**src/rtl/cmd_uart_wrapper.sv**
```systemverilog
// Robot-side end of the host command link: 8N1 UART receiver that assembles two
// bytes (high first) into a 16-bit command, plus a UART transmitter for the response.
module cmd_uart_wrapper #(
  parameter int BAUD_DIV = 2604
) (
  input  logic        clk,
  input  logic        rst_n,
  input  logic        RX,
  output logic        TX,
  output logic [15:0] cmd,
  output logic        cmd_rdy,
  input  logic        clr_cmd_rdy,
  input  logic [7:0]  resp,
  input  logic        send_resp,
  output logic        resp_sent
);

  localparam int CW = $clog2(BAUD_DIV + 1);
  localparam logic [CW-1:0] LP_FULL = CW'(BAUD_DIV - 1);
  localparam logic [CW-1:0] LP_HALF = CW'(BAUD_DIV / 2);
  localparam logic [CW-1:0] LP_ONE  = CW'(1);

  typedef enum logic {RX_IDLE, RX_RECV} rx_state_t;
  typedef enum logic {ASM_HIGH, ASM_LOW} asm_state_t;
  typedef enum logic {TX_IDLE, TX_XMIT} tx_state_t;

  rx_state_t   r_rx_state;
  logic        r_rx_meta, r_rx_sync, r_rx_prev;
  logic [CW-1:0] r_rx_cnt;
  logic [3:0]  r_rx_bits;
  logic [7:0]  r_rx_shift;

  asm_state_t  r_asm_state;
  logic [7:0]  r_held;

  tx_state_t   r_tx_state;
  logic [CW-1:0] r_tx_cnt;
  logic [3:0]  r_tx_bits;
  logic [8:0]  r_tx_shift;

  logic w_start, w_tick, w_rx_done, w_set, w_clr;

  assign w_start   = (r_rx_state == RX_IDLE) && r_rx_prev && !r_rx_sync;
  assign w_tick    = (r_rx_state == RX_RECV) && (r_rx_cnt == '0);
  assign w_rx_done = w_tick && (r_rx_bits == 4'd9) && r_rx_sync;
  assign w_set     = w_rx_done && (r_asm_state == ASM_LOW);
  assign w_clr     = clr_cmd_rdy || (w_start && (r_asm_state == ASM_HIGH));

  // Receiver: start-bit edge on the synchronized line, then 10 mid-bit samples.
  always_ff @(posedge clk or negedge rst_n) begin
    if (!rst_n) begin
      r_rx_meta  <= 1'b1;
      r_rx_sync  <= 1'b1;
      r_rx_prev  <= 1'b1;
      r_rx_state <= RX_IDLE;
      r_rx_cnt   <= '0;
      r_rx_bits  <= '0;
      r_rx_shift <= '0;
    end else begin
      r_rx_meta <= RX;
      r_rx_sync <= r_rx_meta;
      r_rx_prev <= r_rx_sync;
      case (r_rx_state)
        RX_IDLE: begin
          if (w_start) begin
            r_rx_state <= RX_RECV;
            r_rx_cnt   <= LP_HALF;
            r_rx_bits  <= '0;
          end
        end
        RX_RECV: begin
          if (r_rx_cnt != '0) begin
            r_rx_cnt <= r_rx_cnt - LP_ONE;
          end else begin
            r_rx_cnt  <= LP_FULL;
            r_rx_bits <= r_rx_bits + 4'd1;
            if (r_rx_bits == 4'd0 && r_rx_sync)
              r_rx_state <= RX_IDLE;
            else if (r_rx_bits == 4'd9)
              r_rx_state <= RX_IDLE;
            else if (r_rx_bits != 4'd0)
              r_rx_shift <= {r_rx_sync, r_rx_shift[7:1]};
          end
        end
        default: r_rx_state <= RX_IDLE;
      endcase
    end
  end

  // Byte assembly; clearing cmd_rdy takes priority over setting it.
  always_ff @(posedge clk or negedge rst_n) begin
    if (!rst_n) begin
      r_asm_state <= ASM_HIGH;
      r_held      <= '0;
      cmd         <= '0;
      cmd_rdy     <= 1'b0;
    end else begin
      if (w_rx_done) begin
        case (r_asm_state)
          ASM_HIGH: begin
            r_held      <= r_rx_shift;
            r_asm_state <= ASM_LOW;
          end
          ASM_LOW: begin
            cmd         <= {r_held, r_rx_shift};
            r_asm_state <= ASM_HIGH;
          end
          default: r_asm_state <= ASM_HIGH;
        endcase
      end
      if (w_clr)
        cmd_rdy <= 1'b0;
      else if (w_set)
        cmd_rdy <= 1'b1;
    end
  end

  // Transmitter: start bit driven on acceptance, then 9 remaining bits LSB first.
  always_ff @(posedge clk or negedge rst_n) begin
    if (!rst_n) begin
      r_tx_state <= TX_IDLE;
      r_tx_cnt   <= '0;
      r_tx_bits  <= '0;
      r_tx_shift <= '1;
      TX         <= 1'b1;
      resp_sent  <= 1'b0;
    end else begin
      case (r_tx_state)
        TX_IDLE: begin
          if (send_resp) begin
            r_tx_shift <= {1'b1, resp};
            TX         <= 1'b0;
            resp_sent  <= 1'b0;
            r_tx_cnt   <= LP_FULL;
            r_tx_bits  <= '0;
            r_tx_state <= TX_XMIT;
          end
        end
        TX_XMIT: begin
          if (r_tx_cnt != '0) begin
            r_tx_cnt <= r_tx_cnt - LP_ONE;
          end else begin
            r_tx_cnt <= LP_FULL;
            if (r_tx_bits == 4'd9) begin
              TX         <= 1'b1;
              resp_sent  <= 1'b1;
              r_tx_state <= TX_IDLE;
            end else begin
              TX         <= r_tx_shift[0];
              r_tx_shift <= {1'b1, r_tx_shift[8:1]};
              r_tx_bits  <= r_tx_bits + 4'd1;
            end
          end
        end
        default: r_tx_state <= TX_IDLE;
      endcase
    end
  end

endmodule

```
**config.mk**
```make
export PLATFORM = sky130hd
export DESIGN_NAME = cmd_uart_wrapper
export DESIGN_NICKNAME = d
export VERILOG_FILES = /design/src/rtl/cmd_uart_wrapper.sv
export SDC_FILE = /design/constraint.sdc
export NUM_CORES = 1
export LEC_CHECK = 0
export CAP_MARGIN = 20
export CORE_MARGIN = 2
export CORE_UTILIZATION = 24
export CTS_CLUSTER_DIAMETER = 150
export DETAILED_ROUTE_END_ITERATION = 10
export GPL_TIMING_DRIVEN = 0
export SLEW_MARGIN = 30
export SYNTH_ARGS = -nofsm -noshare
export SYNTH_HDL_FRONTEND = slang
export SYNTH_SLANG_ARGS = --single-unit
```
**constraint.sdc**
```tcl
create_clock -name clk -period 4.71 [get_ports clk]
set_input_delay 0.942 -clock clk [delete_from_list [all_inputs] [get_ports clk]]
set_output_delay 0.942 -clock clk [all_outputs]
set_load 0.01 [all_outputs]
```
==> results of run 1 <==
[sequential cells by signal, summed over array words and instances, names as in the netlist, 4 cells and up]
| register | flops |
|---|---|
| r_rx_bits | 4 |
| r_tx_bits | 4 |
| r_held | 8 |
| r_tx_cnt | 12 |
| r_rx_shift | 8 |
| r_tx_shift | 8 |
| r_rx_cnt | 12 |
| cmd | 16 |
[where the power goes]
group / internal (mW) / switching, mW / total (mW) / leakage (nW)
registers: 0.816 / 0.138 / 0.953 / 1.02
clock network: 0.529 / 0.307 / 0.836 / 0.174
logic: 0.174 / 0.225 / 0.400 / 0.869
[worst max-delay path by stage]
stage                     to  slack, ns        start  depth (start not counted)
6_report             cmd[11]       2.31  r_rx_cnt[0]                          7
2_1_floorplan         cmd[0]       2.62  r_rx_cnt[0]                          7
3_3_place_gp       r_held[1]      -0.21        rst_n                          1
5_1_grt              cmd[11]       2.13  r_rx_cnt[0]                          7
3_5_place_dp   r_tx_shift[0]       2.27    send_resp                          5
4_1_cts              cmd[11]       2.28  r_rx_cnt[0]                          7
[per-layer routing]
metal | vias up | GRT usage [%] | part of all wire, %
met5 | - | 0 | 0
met4 | 0 | 3.379 | 1.4
met3 | 15 | 2.435 | 3.4
met2 | 48 | 17.40 | 48
met1 | 1411 | 13.54 | 47
li1 | 1344 | - | -
[cell usage after synthesis, types with 2 or more instances]
cell,number
mux2i_1,3
mux2_2,25
a21oi_1,20
o221a_2,7
nand3_1,14
nor2_1,17
nand4b_1,2
and3_1,3
o22ai_1,2
nand3b_1,2
buf_6,2
xor2_1,3
or3_1,14
o21ai_0,17
nand2b_1,4
nor3b_1,3
dfrtp_1,69
o311ai_0,4
mux2_4,8
clkbuf_1,4
nand2_1,15
a31oi_1,4
nor4_1,3
or2_2,2
buf_2,2
nor3_1,9
o211ai_1,3
inv_1,17
dfstp_2,12
and2_1,3
nand4_1,5
ha_1,9
a41oi_1,2
[through the flow]
step / setup slack (ns) / TNS (ns) / hold WS [ns] / cell area [um2] / instances
2_1_floorplan: 2.618 / 0 / 0.3452 / 3876 / 336
3_3_place_gp: -0.2143 / -14.33 / 0.3477 / 4457 / 583
3_5_place_dp: 2.270 / 0 / 0.3478 / 4486 / 584
4_1_cts: 2.281 / 0 / 0.3573 / 4841 / 600
5_1_grt: 2.130 / 0 / 0.3585 / 4841 / 600
6_report: 2.307 / 0 / 0.3563 / 4841 / 600
[critical path, delay by kind of cell (launching register included)]
family	cells	cell delay, ns
AND/OR/NAND/NOR	3	1.03
flip-flops	1	0.43
adder cells (fa/ha/maj)	1	0.16
buffers and inverters	2	0.34
multiplexers	1	0.35
[logic make-up after synthesis]
| family | count (synthesis) | synth area share (%) |
|---|---|---|
| AO/OA/AOI/OAI | 72 | 12.75 |
| AND/OR/NAND/NOR | 109 | 16.88 |
| adder cells (fa/ha/maj) | 9 | 2.905 |
| multiplexers | 36 | 11.14 |
| XOR/XNOR | 3 | 0.6780 |
| flip-flops | 81 | 52.68 |
| buffers and inverters | 26 | 2.969 |
[area by class of cell]
type | instances | area [um2] | area share (%)
Clock inverter | 7 | 130.1 | 2.688
Multi-Input combinational cell | 229 | 1719 | 35.51
Tap cell | 216 | 270.3 | 5.583
Buffer | 8 | 47.55 | 0.9822
Inverter | 18 | 67.56 | 1.396
Clock buffer | 9 | 225.2 | 4.652
Sequential cell | 81 | 2042 | 42.18
Timing Repair Buffer | 32 | 339.1 | 7.004
==> reports/qor.yml, run 1 <==
hold_path:
  holdPathStages: 0
  min-delay-start: "r_rx_meta"
  min_to: "r_rx_sync"
  hp-class: "reg -> reg"
power_and_ir_drop:
  max-vdd-ir-drop_uv: 200.3
  p_leak_nw: 2.064
  p_total_mw: 2.189
  power.density_nw_per_um2: 452.2
setup_path:
  required_ns: 4.94
  cp_slowest_cell: "nor3_4"
  worstPathArrival_ns: 2.63
  crit_chain: "inv_1, ha_1, nor4b_4, nand4_4, nor3_4, buf_6, mux2_2"
  cp-end-kind: "flop"
  rr_endpoint: "cmd[11]"
  crit_path_start_kind: "flop"
  critical_path_class: "reg -> reg"
  r2r_setup_slack_ns: 2.31
  r2r-start: "r_rx_cnt[0]"
  rr_worst_depth: 7
  crit_path_max_incr_delay_ns: 0.45
  cp_max_fo: 10
logic_synthesis:
  synth_seq_area_share_pct: 52.68
  ys.flop_type: "dfrtp_1"
  yosys.area.top_type: "dfrtp_1"
  yosysWarningCount: 0
  synth_area_leaders: "dfrtp_1 (45%), dfstp_2 (8.1%), mux2_2 (7.3%)"
  synth_edf_count: 0
  syn_area_um2: 3876
  syn_nets: 358
  ys_ff_latch: 81
  synthDistinctLibCells: 60
  syn_avg_cell_area_um2: 11.54
  synthArstFlopShare_pct: 100.0
  syn_inst: 336
  synth_top_area_share_pct: 44.54
final_layout:
  diodes: 0
  areaGrowthSynthToFinish_pct: 24.89
  final_common_cell: "dfrtp_1"
  most-common-layout-cells: "dfrtp_1 (69), clkdlybuf4s50_1 (30), mux2_2 (25), a21oi_1 (20)"
  fin_util_pct: 30.59
  fill_cells: 1609
  drive_gt1_share_pct: 22.66
  nNetsFinal: 401
floorplan:
  die_y_um: 131.1
  coreArea_um2: 15830
  ios: 32
  die_w_um: 131.1
  die_area_um2: 17180
  start_util_pct: 24.49
  rows: 46
detailed_routing:
  dr.pass1.iters: 4
  dr_total_vias: 2818
  wirelength_mm: 8.386
  wire_per_inst_um: 13.98
  drc_errors: 0
  vias_per_cell: 4.697
  antenna_left: 0
  drtIter0Drc: 114
global_route:
  grt_pass1_wl_mm: 14.30
  grt_max_degree: 70
  grt_pass1_vias: 2829
  grt_antenna_before_repair: 0
  grt.overflow.total: 0
  grt_use_total_pct: 10.48
cts:
  ctsLongestPathBuffers: 2
  root_buffer: "clkbuf_16"
  cts_max_level: 3
  cts_made_buffers: 9
  ctsResizeCount: 0
  cts_tree: "built"
  cts.clk_slew.worst_paths_ns: 0.07
  hold_buffers: 0
  clock-sinks: 81
  worstSkewPairLatency_ns: 0.34
  post_cts_buffers: 0
sta:
  fmax_mhz: 416.2
  drv_slew: 0
  setup_violations: 0
  fin_crit_sh_pct: 51.02
  final.setup_skew_ns: 0.009096
  tightest_slew_ns: 0.7629
  period_minus_slack_ns: 2.403
  hold_violations: 0
  relSlewSlack_pct: 48.75
  rsz0062_at_grt: "no"
place:
  place_congestion: 0.8204
  io_buffer_count: 31
  dp_hpwl_mm: 5.760
outcome:
  run_status: "complete, no violations"
job:
  max_cap_violations: 0
Note: power is estimated with default switching activity, not from simulation.
==> run 2, diff against run 1 <==
- clock period: 4.71 -> 2.5 ns (I/O delays scaled with it)
==> reports/qor.yml, run 2 (synthesis results as in run 1) <==
sta:
  tightest_slew_ns: 0.7629
  rsz0062_at_grt: "no"
  setup_violations: 0
  relSlewSlack_pct: 48.75
  fin_crit_sh_pct: 90.91
  hold_violations: 0
  drv_slew: 0
  fmax_mhz: 440.0
  final.setup_skew_ns: 0.008979
  period_minus_slack_ns: 2.273
  setup_ws_ns: 0.2273
  fin_hold_ws_ns: 0.3563
setup_path:
  critical_path_class: "reg -> reg"
  required_ns: 2.73
  rr_worst_depth: 7
  cp-end-kind: "flop"
  crit_path_start_kind: "flop"
  cp_max_fo: 9
  r2r_setup_slack_ns: 0.23
  worstPathArrival_ns: 2.50
final_layout:
  instances_no_fill: 605
  nNetsFinal: 406
  top_register: "cmd"
  diodes: 0
  most-common-layout-cells: "dfrtp_1 (69), clkdlybuf4s50_1 (30), mux2_2 (25), a21oi_1 (20)"
  final_common_cell: "dfrtp_1"
  drive_gt1_share_pct: 23.39
  largest_reg_flops: 16
  fill_cells: 1600
  reg_top3: "cmd x16, r_rx_cnt x12, r_tx_cnt x12"
  areaGrowthSynthToFinish_pct: 25.92
cts:
  ctsLongestPathBuffers: 2
  cts_max_level: 3
  worstSkewPairLatency_ns: 0.34
  clock-sinks: 81
  cts_tree: "built"
  cts_made_buffers: 9
  cts.clk_slew.worst_paths_ns: 0.07
  root_buffer: "clkbuf_16"
floorplan:
  die_area_um2: 17180
  start_util_pct: 24.49
  coreArea_um2: 15830
  ios: 32
  die_y_um: 131.1
  rows: 46
  die_w_um: 131.1
detailed_routing:
  dr_total_vias: 2838
  vias_per_cell: 4.691
  wire_per_inst_um: 13.88
  dr.pass1.iters: 4
  wirelength_mm: 8.396
  drtIter0Drc: 98
  drc_errors: 0
  antenna_left: 0
global_route:
  grt_pass1_wl_mm: 14.31
  grt_antenna_before_repair: 0
  grt_pass1_vias: 2838
  grt_max_degree: 70
  grt.overflow.total: 0
  grt_use_total_pct: 10.48
place:
  pre_cts_slack_ns: 0.09343
  dp_hpwl_mm: 5.760
  place_inst: 584
  io_buffer_count: 31
  place_congestion: 0.8204
power_and_ir_drop:
  power.density_nw_per_um2: 844.9
  max-vdd-ir-drop_uv: 377.4
  p_total_mw: 4.124
  p_leak_nw: 2.090
hold_path:
  holdPathStages: 0
  hp-class: "reg -> reg"
job:
  max_cap_violations: 0
outcome:
  run_status: "complete, no violations"
## run 2: cell type report
type / count / area, um2 / share of cell area [%]
Buffer: 8 / 47.55 / 0.9741
Clock buffer: 9 / 225.2 / 4.614
Clock inverter: 7 / 130.1 / 2.666
Inverter: 18 / 67.56 / 1.384
Multi-Input combinational cell: 229 / 1719 / 35.22
Sequential cell: 81 / 2042 / 41.84
Tap cell: 216 / 270.3 / 5.537
Timing Repair Buffer: 37 / 379.1 / 7.767
## run 2: layer usage
layer  vias up  global-route usage (%)  wire, um
li1       1354                       -         -
met1      1421                   13.54      3948
met2        48                   17.40      4045
met3        15                   2.435       283
met4         0                   3.379       118
met5         -                       0         0
## run 2: worst paths after layout
kind / from / end
worst max register to register: r_rx_cnt[0] / r_held[0]
min in group asynchronous: rst_n / resp_sent
worst min register to register: r_rx_meta / r_rx_sync
max in group asynchronous: rst_n / r_rx_prev
worst min-delay path: r_rx_meta / r_rx_sync
worst max-delay path: r_rx_cnt[0] / r_held[0]
## run 2: power breakdown
part / internal [mW] / leakage, nW / switching, mW / total [mW]
sequential: 1.54 / 1.02 / 0.259 / 1.80
clock: 0.997 / 0.174 / 0.576 / 1.57
combinational: 0.329 / 0.895 / 0.425 / 0.755
## run 2: through the flow
step                util [%]  cell area [um2]  TNS [ns]
global route           30.84             4881         0
floorplan                  -             3876         0
detailed placement     28.34             4486         0
finish                 30.84             4881         0
CTS                    30.65             4851         0
global placement       28.16             4457   -148.39
## run 2: timing repair
action,in CTS,in global routing
endpoints found under the setup margin,0,9
hold buffers,1,0
resized for setup,0,0
setup buffers,0,4
hold endpoints to repair,9,0
## run 2: worst max-delay path, stage by stage (launching register included)
cell and delay [ns]:
dfrtp_1 0.43, inv_1 0.11, ha_1 0.16, nor4b_4 0.39, nand4_4 0.19, or3_1 0.42, buf_6 0.17, mux2_4 0.30
